<file path="src/rtl/dma_controller.sv">
// dma_controller: bus-master DMA moving a fixed-size block of device words into data memory
// Ports: clk, reset (async, active-high); cmd_valid/cmd_addr/cmd_ready start a transfer;
// BR/BG bus request/grant with the CPU; dev_data/dev_valid/dev_ready device word stream;
// mem_addr/mem_data/mem_write/mem_ack memory write port; dma_state word index,
// interrupt one-cycle completion pulse, busy high outside IDLE.
module dma_controller #(
  parameter int WORD_SIZE = 16,
  parameter int BLOCK_WORDS = 12
) (
  input  logic                 clk,
  input  logic                 reset,
  input  logic                 cmd_valid,
  input  logic [WORD_SIZE-1:0] cmd_addr,
  output logic                 cmd_ready,
  output logic                 BR,
  input  logic                 BG,
  input  logic [WORD_SIZE-1:0] dev_data,
  input  logic                 dev_valid,
  output logic                 dev_ready,
  output logic [WORD_SIZE-1:0] mem_addr,
  output logic [WORD_SIZE-1:0] mem_data,
  output logic                 mem_write,
  input  logic                 mem_ack,
  output logic [3:0]           dma_state,
  output logic                 interrupt,
  output logic                 busy
);
  typedef enum logic [1:0] {IDLE, REQ, XFER, DONE} state_t;
  localparam logic [3:0] LAST = 4'(BLOCK_WORDS - 1);
  state_t state, state_nx;
  logic [3:0] idx;
  logic full;
  logic [WORD_SIZE-1:0] word, base;
  logic last, ack_ok, take;
  assign last = idx == LAST;
  // an ack only counts while we actually drive a write, so acks during a revoked grant are dropped
  assign ack_ok = state == XFER && full && BG && mem_ack;
  assign take = dev_valid && dev_ready;
  always_comb begin
    state_nx = state == IDLE ? (cmd_valid ? REQ : IDLE) :
               state == REQ  ? (BG ? XFER : REQ) :
               state == XFER ? (ack_ok && last ? DONE : XFER) : IDLE;
    cmd_ready = state == IDLE;
    busy = state != IDLE;
    BR = state == REQ || state == XFER;
    interrupt = state == DONE;
    // refill in the same cycle the pending word is acked, giving one word per cycle
    dev_ready = state == XFER && (!full || (ack_ok && !last));
    mem_write = state == XFER && full && BG;
    mem_addr = mem_write ? base + WORD_SIZE'(idx) : '0;
    mem_data = mem_write ? word : '0;
    dma_state = state == DONE ? LAST : state == XFER ? idx : 4'd0;
  end
  always_ff @(posedge clk or posedge reset) begin
    if (reset) begin
      state <= IDLE;
      idx <= '0;
      full <= 1'b0;
      word <= '0;
      base <= '0;
    end else begin
      state <= state_nx;
      if (state == IDLE && cmd_valid) begin
        base <= cmd_addr;
        idx <= '0;
        full <= 1'b0;
      end else if (ack_ok) begin
        idx <= last ? idx : idx + 4'd1;
        full <= take;
      end else if (take) begin
        full <= 1'b1;
      end
      if (take) word <= dev_data;
    end
  end
endmodule
</file>
<file path="config.mk">
export PLATFORM = sky130hd
export DESIGN_NAME = dma_controller
export DESIGN_NICKNAME = d
export VERILOG_FILES = /design/src/rtl/dma_controller.sv
export SDC_FILE = /design/constraint.sdc
export NUM_CORES = 1
export LEC_CHECK = 0
export BUFFER_PORTS_ARGS = -buffer_cell sky130_fd_sc_hd__buf_2
export CORE_ASPECT_RATIO = 1.4
export CORE_UTILIZATION = 50
export CTS_CLUSTER_SIZE = 28
export DETAILED_ROUTE_END_ITERATION = 10
export PLACE_DENSITY = 0.83
export SYNTH_ARGS = -nofsm -noshare
export SYNTH_HDL_FRONTEND = slang
export SYNTH_SLANG_ARGS = --single-unit
</file>
<file path="constraint.sdc">
create_clock -name clk -period 2.4 [get_ports clk]
set_input_delay 0.12 -clock clk [delete_from_list [all_inputs] [get_ports clk]]
set_output_delay 0.12 -clock clk [all_outputs]
set_load 0.05 [all_outputs]
</file>
; ---- Word level (Yosys, flattened, before mapping)
; Cells that the tools add are included.
[classes]
reduce_logical = 17
n_mux = 16
eq_ne = 5
addsub = 2
[op_table]
columns = operator, count
row1 = two-way mux 16 bit, 2
row2 = two-way mux 4 bit, 5
row3 = adder 16 x 4 -> 16 bit, 1
row4 = logical AND 1 bit, 8
row5 = two-way mux 2 bit, 4
row6 = two-way mux 1 bit, 5
row7 = adder 4 x 1 -> 4 bit (second input constant), 1
row8 = equality test 2 bit (second input constant), 2
row9 = equality test 4 bit (second input constant), 1
row10 = nonzero test 2 bit, 2
row11 = nonzero test 3 bit, 1
row12 = equality test 2 x 1 -> 1 bit (second input constant), 1
row13 = zero test 1 bit, 2
row14 = zero test 2 bit, 1
row15 = logical OR 1 bit, 2
row16 = != test 2 x 1 -> 1 bit (second input constant), 1
row17 = AND reduction 2 bit, 1
[word_totals]
ff_bits = 39
word_cells = 45
output_inout_bits = 42
inputBits = 38

; ---- Longest topological paths before layout
; Gate-level depths: netlist of run 1.
[depth]
depth_word = 11
depth_mapped = 11
ltp_nobuf = 7

; ---- Worst setup path after synthesis of run 1
; OpenSTA, ideal clock, no wires.
[synth_path]
path_kind = flip-flop to output port
start = reg idx[2]
end = out mem_addr[13]
path_buffers = 1
arrival_ns = 2.286
stages_incl_launch_ff = 7
slack_ns = -0.006
required_time_ns = 2.280
cell_sequence = dfrtp_1 -> ha_1 -> o21a_1 -> a21oi_1 -> clkbuf_1 -> or4_1 -> a21oi_1
[synth_via]
elab_chain_cells = 2
[synth_rtl]
columns = element, line
row1 = from (decl), 31  ; logic [3:0] idx;
row2 = from (signal assigned), 68  ; idx <= last ? idx : idx + 4'd1;
row3 = adder 16 x 4 -> 16 bit, 50  ; mem_addr = mem_write ? base + WORD_SIZE'(idx) : '0;
row4 = two-way mux 16 bit, 50
row5 = to (decl), 20  ; output logic [WORD_SIZE-1:0] mem_addr,
; No other way between the ends.

; ---- Worst setup path in the final report of run 1
[layout_path]
start = reg idx[0]
end = out mem_addr[12]
; Same word-level chain as after synthesis.

==> results of run 1 <==
[critical path, delay by kind of cell (launching register included)]
family,cells,cell delay (ns)
fa+ha+maj,2,0.69
compound gates,3,0.45
flops,1,0.39
buf+inv,1,0.23
simple gates,1,0.14
[cells in the final DEF, fill, tap and decap left out, types with 7 or more instances in the layout]
master,count
a21oi_1,11
and2_1,19
buf_2,74
buf_4,9
dfrtp_1,39
ha_1,7
inv_1,8
mux2_2,8
mux2_4,9
nand2_1,54
nor2_1,12
[metal layers]
metal,share of wire,global-route usage,up-vias
met4,0.020,0.0833,0
met5,0,0,-
met3,0.059,0.0498,9
met2,0.50,0.402,82
met1,0.42,0.271,897
li1,-,-,979
[how the worst min path moves through the flow]
stage,from,endpoint
detailed placement,reset,word[2]
floorplan,cmd_addr[0],base[0]
finish,cmd_addr[13],base[13]
global placement,reset,word[2]
global route,cmd_addr[5],base[5]
CTS,cmd_addr[5],base[5]
[logic make-up after synthesis]
group                      after synthesis  share of synthesized area
adders and majority gates               10                     0.0577
and+or+nand+nor                        107                      0.227
muxes                                   18                      0.102
DFF                                     39                      0.425
AOI/OAI and AO/OA                       38                      0.106
buffers and inverters                   22                     0.0523
xor gates and xnor gates                 8                     0.0305
[metrics by stage]
stage | hold slack (ns) | instance area, µm²
global route | 0.0142 | 2900
finish | 0.0238 | 2900
floorplan | 0.225 | 2300
global placement | 0.254 | 2750
detailed placement | 0.268 | 2750
CTS | 0.0194 | 2860
[cell type report]
type	instances	area (µm²)	area share
multi-input cells	181	1250	0.431
flip-flops and latches	39	976	0.336
repair buffers	88	478	0.165
clock buffers	6	82.6	0.0284
well taps	60	75.1	0.0259
inverters	9	36.3	0.0125
clock inverters	1	5.00	0.00172
[flip-flops by register name, indices dropped and copies added, names as in the netlist]
signal	cells
full	1
state	2
base	16
idx	4
word	16
[power by group through the flow]
| stage | clock [mW] | sequential (mW) | combinational, mW |
|---|---|---|---|
| 5_1_grt | 0.478 | 1.18 | 0.951 |
| 2_1_floorplan | 0 | 1.07 | 0.691 |
| 3_5_place_dp | 0 | 1.13 | 0.838 |
| 4_1_cts | 0.456 | 1.13 | 0.845 |
| 3_3_place_gp | 0 | 1.12 | 0.807 |
| 6_report | 0.442 | 1.14 | 0.856 |
[repair_timing]
item	4_1_cts	5_1_grt
cloned	0	0
hold buffers	1	0
setup endpoints to repair	6	7
gates resized for setup	2	9
hold endpoints to repair	39	0
==> impl_metrics.tcl, run 1 <==
set metrics [dict create \
    status "finished clean" \
    cp_cell_sequence "ha_1 -> fa_1 -> nand3_2 -> a21oi_1 -> a31oi_1 -> a41o_1 -> clkbuf_4" \
    min_path_type "input pin to register" \
    num_io_pins 80 \
    firstDrtPassIters 4 \
    p_clk_frac 0.181 \
    reg2reg_to "word[10]" \
    final_cells 384 \
    yosysUniqueCellTypes 40 \
    fin_crit_ns 2.29 \
    gp_congestion 0.828 \
    dp_hpwl_mm 3.74 \
    clkTransAtPathRegs_ns 0.08 \
    slowest_stage "fa_1" \
    antenna_found_initial 0 \
    dr.first_iter.drc_count 84 \
    place_ws_ns 0.0691 \
    vias 1967 \
    cap_violations 0 \
    synth_top_area_frac 0.425 \
    synth_common_cells "54 x nand2_1, 39 x dfrtp_1, 19 x and2_1" \
    ys_async_sr_fraction 1.00 \
    synth_fp_nets 290 \
    ir_drop_v 0.000558 \
    io_buffers 79 \
    post-route-util 0.674 \
    p_int_mw 1.54 \
    grt_max_degree 40 \
    grt_setup_unrepaired "no" \
    crit_arrival_ns 2.17 \
    crit_path_max_fanout 5 \
    cts_root_buffer "clkbuf_8" \
    worstSetupEndpoint "mem_addr[12]" \
    ant_nets 0 \
    reg2reg_depth 7 \
    cp-start-kind "register" \
    grt_first_pass_wirelength_mm 8.49 \
    yosys.area.top_type "dfrtp_1" \
    postCtsSetupRepairBufs 0 \
    yosys_warnings 0 \
    fin_setup_tns_ns 0 \
    clkSinkCount 39 \
    required_ns 2.28 \
    fin_worst_skew_ns 0.00542 \
    layout-drive-gt1-share 0.370 \
    grt_overflow 0 \
    cts_tree "built" \
    end_kind "primary output" \
    place_inst 376 \
    ys_seq_area_frac 0.425 \
    worstSetupPathType "register to primary output" \
    synth_ff_type "dfrtp_1" \
    synth_cells 242 \
    total_power_mw 2.44 \
    rows 28 \
    wl_per_cell_um 13.3 \
    drt-total-wl_mm 5.11 \
    fillCellCount 364 \
    htreeDepth 2 \
    clk_path_buf_depth 2 \
    clock_latency_ns 0.28 \
    vias_per_cell 5.12 \
    p_seq_frac 0.467 \
    die_area_um2 4870 \
    crit-reg2reg-launch "idx[0]" \
    fmax_mhz 436 \
    synth.most_common_cell "nand2_1" \
    tightest_slew_ns 0.517 \
    grt_use_total 0.229 \
    ys_top_cells_by_area "dfrtp_1 42%, nand2_1 8.8%, mux2_4 5.9%" \
    cpPeakStageDelay_ns 0.44 \
    syn_area_per_cell_um2 9.49 \
    regToRegSetupSlack_ns 0.38 \
    n_antenna_cell 0 \
    worst_hold_path.num_cells 3 \
    drv_slew 0 \
    hold_viol 0 \
    cts_buffers 5 \
    finalCritPeriodShare 0.956 \
    drcViolationCount 0 \
    power.share.switching 0.368 \
    leakage_nw 1.54 \
    switchingPower_mw 0.897 \
    die_h_um 82.2 \
    synth_edf_count 0 \
    comb_power_share 0.352 \
    grt_pass1_vias 1962 \
    ys_seq_elements 39 \
    finalSetupViolations 0 \
    power.density_nw_per_um2 839 \
    nets 372 \
    core-area_um2 4310 \
    syn_area_um2 2300 \
    fin_ws_ns 0.105 \
    slew_headroom 0.654 \
    synthToLayoutAreaGrowth_pct 26.4 \
    die_width_um 59.3 \
    start_util 0.533 \
    startpoint "idx[0]" \
]
(Power assumes the default switching activity.)
==> inputs of run 2 (changes only) <==
--- a/config.mk
+++ b/config.mk
@@ -5,12 +5,13 @@
 export SDC_FILE = /design/constraint.sdc
 export NUM_CORES = 1
 export LEC_CHECK = 0
+export ABC_CLOCK_PERIOD_IN_PS = 3000
 export BUFFER_PORTS_ARGS = -buffer_cell sky130_fd_sc_hd__buf_2
 export CORE_ASPECT_RATIO = 1.4
-export CORE_UTILIZATION = 50
+export CORE_UTILIZATION = 54
 export CTS_CLUSTER_SIZE = 28
 export DETAILED_ROUTE_END_ITERATION = 10
-export PLACE_DENSITY = 0.83
+export PLACE_DENSITY = 0.85
 export SYNTH_ARGS = -nofsm -noshare
 export SYNTH_HDL_FRONTEND = slang
 export SYNTH_SLANG_ARGS = --single-unit
==> constraint.sdc (replaced) <==
create_clock -name clk -period 3 [get_ports clk]
set_input_delay 0.15 -clock clk [delete_from_list [all_inputs] [get_ports clk]]
set_output_delay 0.15 -clock clk [all_outputs]
set_load 0.05 [all_outputs]
==> impl_metrics.tcl, run 2 (same netlist as run 1, synthesis figures left out) <==
set metrics [dict create \
    synthToLayoutAreaGrowth_pct 22.5 \
    crit_arrival_ns 2.44 \
    wl_per_cell_um 13.7 \
    cts_tree "built" \
    clkSinkCount 39 \
    ant_nets 0 \
    grt_overflow 0 \
    drv_slew 0 \
    io_buffers 79 \
    grt_first_pass_wirelength_mm 8.37 \
    post-route-util 0.700 \
    tightest_slew_ns 0.551 \
    status "finished with violations" \
    fin_crit_ns 2.59 \
    slowest_stage "or4_1" \
    cp.depth 7 \
    final_common_cell "buf_2" \
    final_area_um2 2820 \
    total_power_mw 1.99 \
    final_cells 364 \
    clk_path_buf_depth 2 \
    start_util 0.571 \
    cts_root_buffer "clkbuf_8" \
    cp_cell_sequence "ha_1 -> o21a_1 -> a21oi_1 -> buf_4 -> or4_1 -> a21oi_1 -> buf_2" \
    required_ns 2.85 \
    nets 368 \
    cpPeakStageDelay_ns 0.46 \
    cp-start-kind "register" \
    finalSetupViolations 0 \
    fin_worst_skew_ns 0.0121 \
    place_inst 355 \
    die_width_um 57.1 \
    finalCritPeriodShare 0.865 \
    dr.first_iter.drc_count 67 \
    drcViolationCount 6 \
    vias_per_cell 5.49 \
    fmax_mhz 385 \
    ir_drop_v 0.000504 \
    slew_headroom 0.631 \
    num_io_pins 80 \
    clock_latency_ns 0.30 \
    cts_buffers 5 \
    fin_setup_tns_ns 0 \
    end_kind "primary output" \
    gp_congestion 0.841 \
    layout-drive-gt1-share 0.346 \
    grt_pass1_vias 1928 \
    antenna_found_initial 0 \
    core-area_um2 4020 \
    grt_max_degree 40 \
    violations "DRC" \
    cap_violations 0 \
    crit_path_max_fanout 12 \
    n_antenna_cell 0 \
    hold_viol 0 \
    critical_path.most_common_cell "a21oi_1" \
    vias 1999 \
    crit_family "buffers and inverters" \
    min_path_type "input pin to register" \
    clkTransAtPathRegs_ns 0.08 \
    drt-total-wl_mm 4.97 \
    grt_setup_unrepaired "no" \
    leakage_nw 1.54 \
    grt_use_total 0.241 \
    rows 27 \
    worst_hold_path.num_cells 3 \
    worstSetupPathType "register to primary output" \
    power.density_nw_per_um2 708 \
    placement.cell_area_um2 2690 \
    worst-path-buf-inv 2 \
    die_area_um2 4520 \
    htreeDepth 2 \
    final_cell_mix "79 x buf_2, 54 x nand2_1, 39 x dfrtp_1, 19 x and2_1, 14 x a21oi_1" \
    die_h_um 79.2 \
    postCtsSetupRepairBufs 0 \
    largest_registers "base x16, word x16, idx x4" \
    reg2reg_depth 8 \
    firstDrtPassIters 7 \
    dp_hpwl_mm 3.71 \
]
[run 2: worst register-to-register path, cell delays in order, from the launching register on]
cell	delay [ns]
dfrtp_1	0.41
inv_1	0.09
ha_1	0.35
nand3_4	0.26
inv_4	0.26
and3_4	0.25
o211a_1	0.14
buf_4	0.26
mux2_2	0.37
[run 2: report_power, final]
part | switching, mW | internal, mW | total, mW
logic | 0.359 | 0.292 | 0.652
registers | 0.165 | 0.740 | 0.906
clock network | 0.189 | 0.248 | 0.437
total | 0.714 | 1.28 | 1.99
[run 2: repair_timing]
item | 4_1_cts | 5_1_grt
resized for setup | 0 | 0
hold buffers | 1 | 0
endpoints found under the hold margin | 39 | 0
[run 2: per-layer routing]
| layer | vias up | global-route usage | part of all wire |
|---|---|---|---|
| met4 | 0 | 0.0976 | 0.015 |
| li1 | 970 | - | - |
| met2 | 83 | 0.432 | 0.52 |
| met3 | 8 | 0.0570 | 0.069 |
| met5 | - | 0 | 0 |
| met1 | 938 | 0.272 | 0.40 |
[run 2: final timing paths]
path | from | endpoint | slack (ns)
max | idx[2] | mem_addr[15] | 0.41
min | cmd_addr[10] | base[10] | 0.04
max reg2reg | state[0] | word[11] | 0.50
min reg2reg | base[0] | base[0] | 0.50
max in group asynchronous | reset | word[13] | 2.16
min in group asynchronous | reset | word[1] | 0.50
[run 2: area by class of cell]
class	count	area, µm²
sequential	39	976
timing repair buffer	84	435
clock buffer	5	68.8
tap	43	53.8
inverter	9	36.3
multi-input combinational	181	1200
clock inverter	3	43.8
fill	324	1200
[run 2: metrics by stage]
stage | setup slack [ns] | hold slack [ns]
global route | 0.274 | 0.0324
detailed placement | 0.495 | 0.293
floorplan | 0.564 | 0.255
CTS | 0.434 | 0.0369
finish | 0.406 | 0.0392
global placement | 0.586 | 0.285
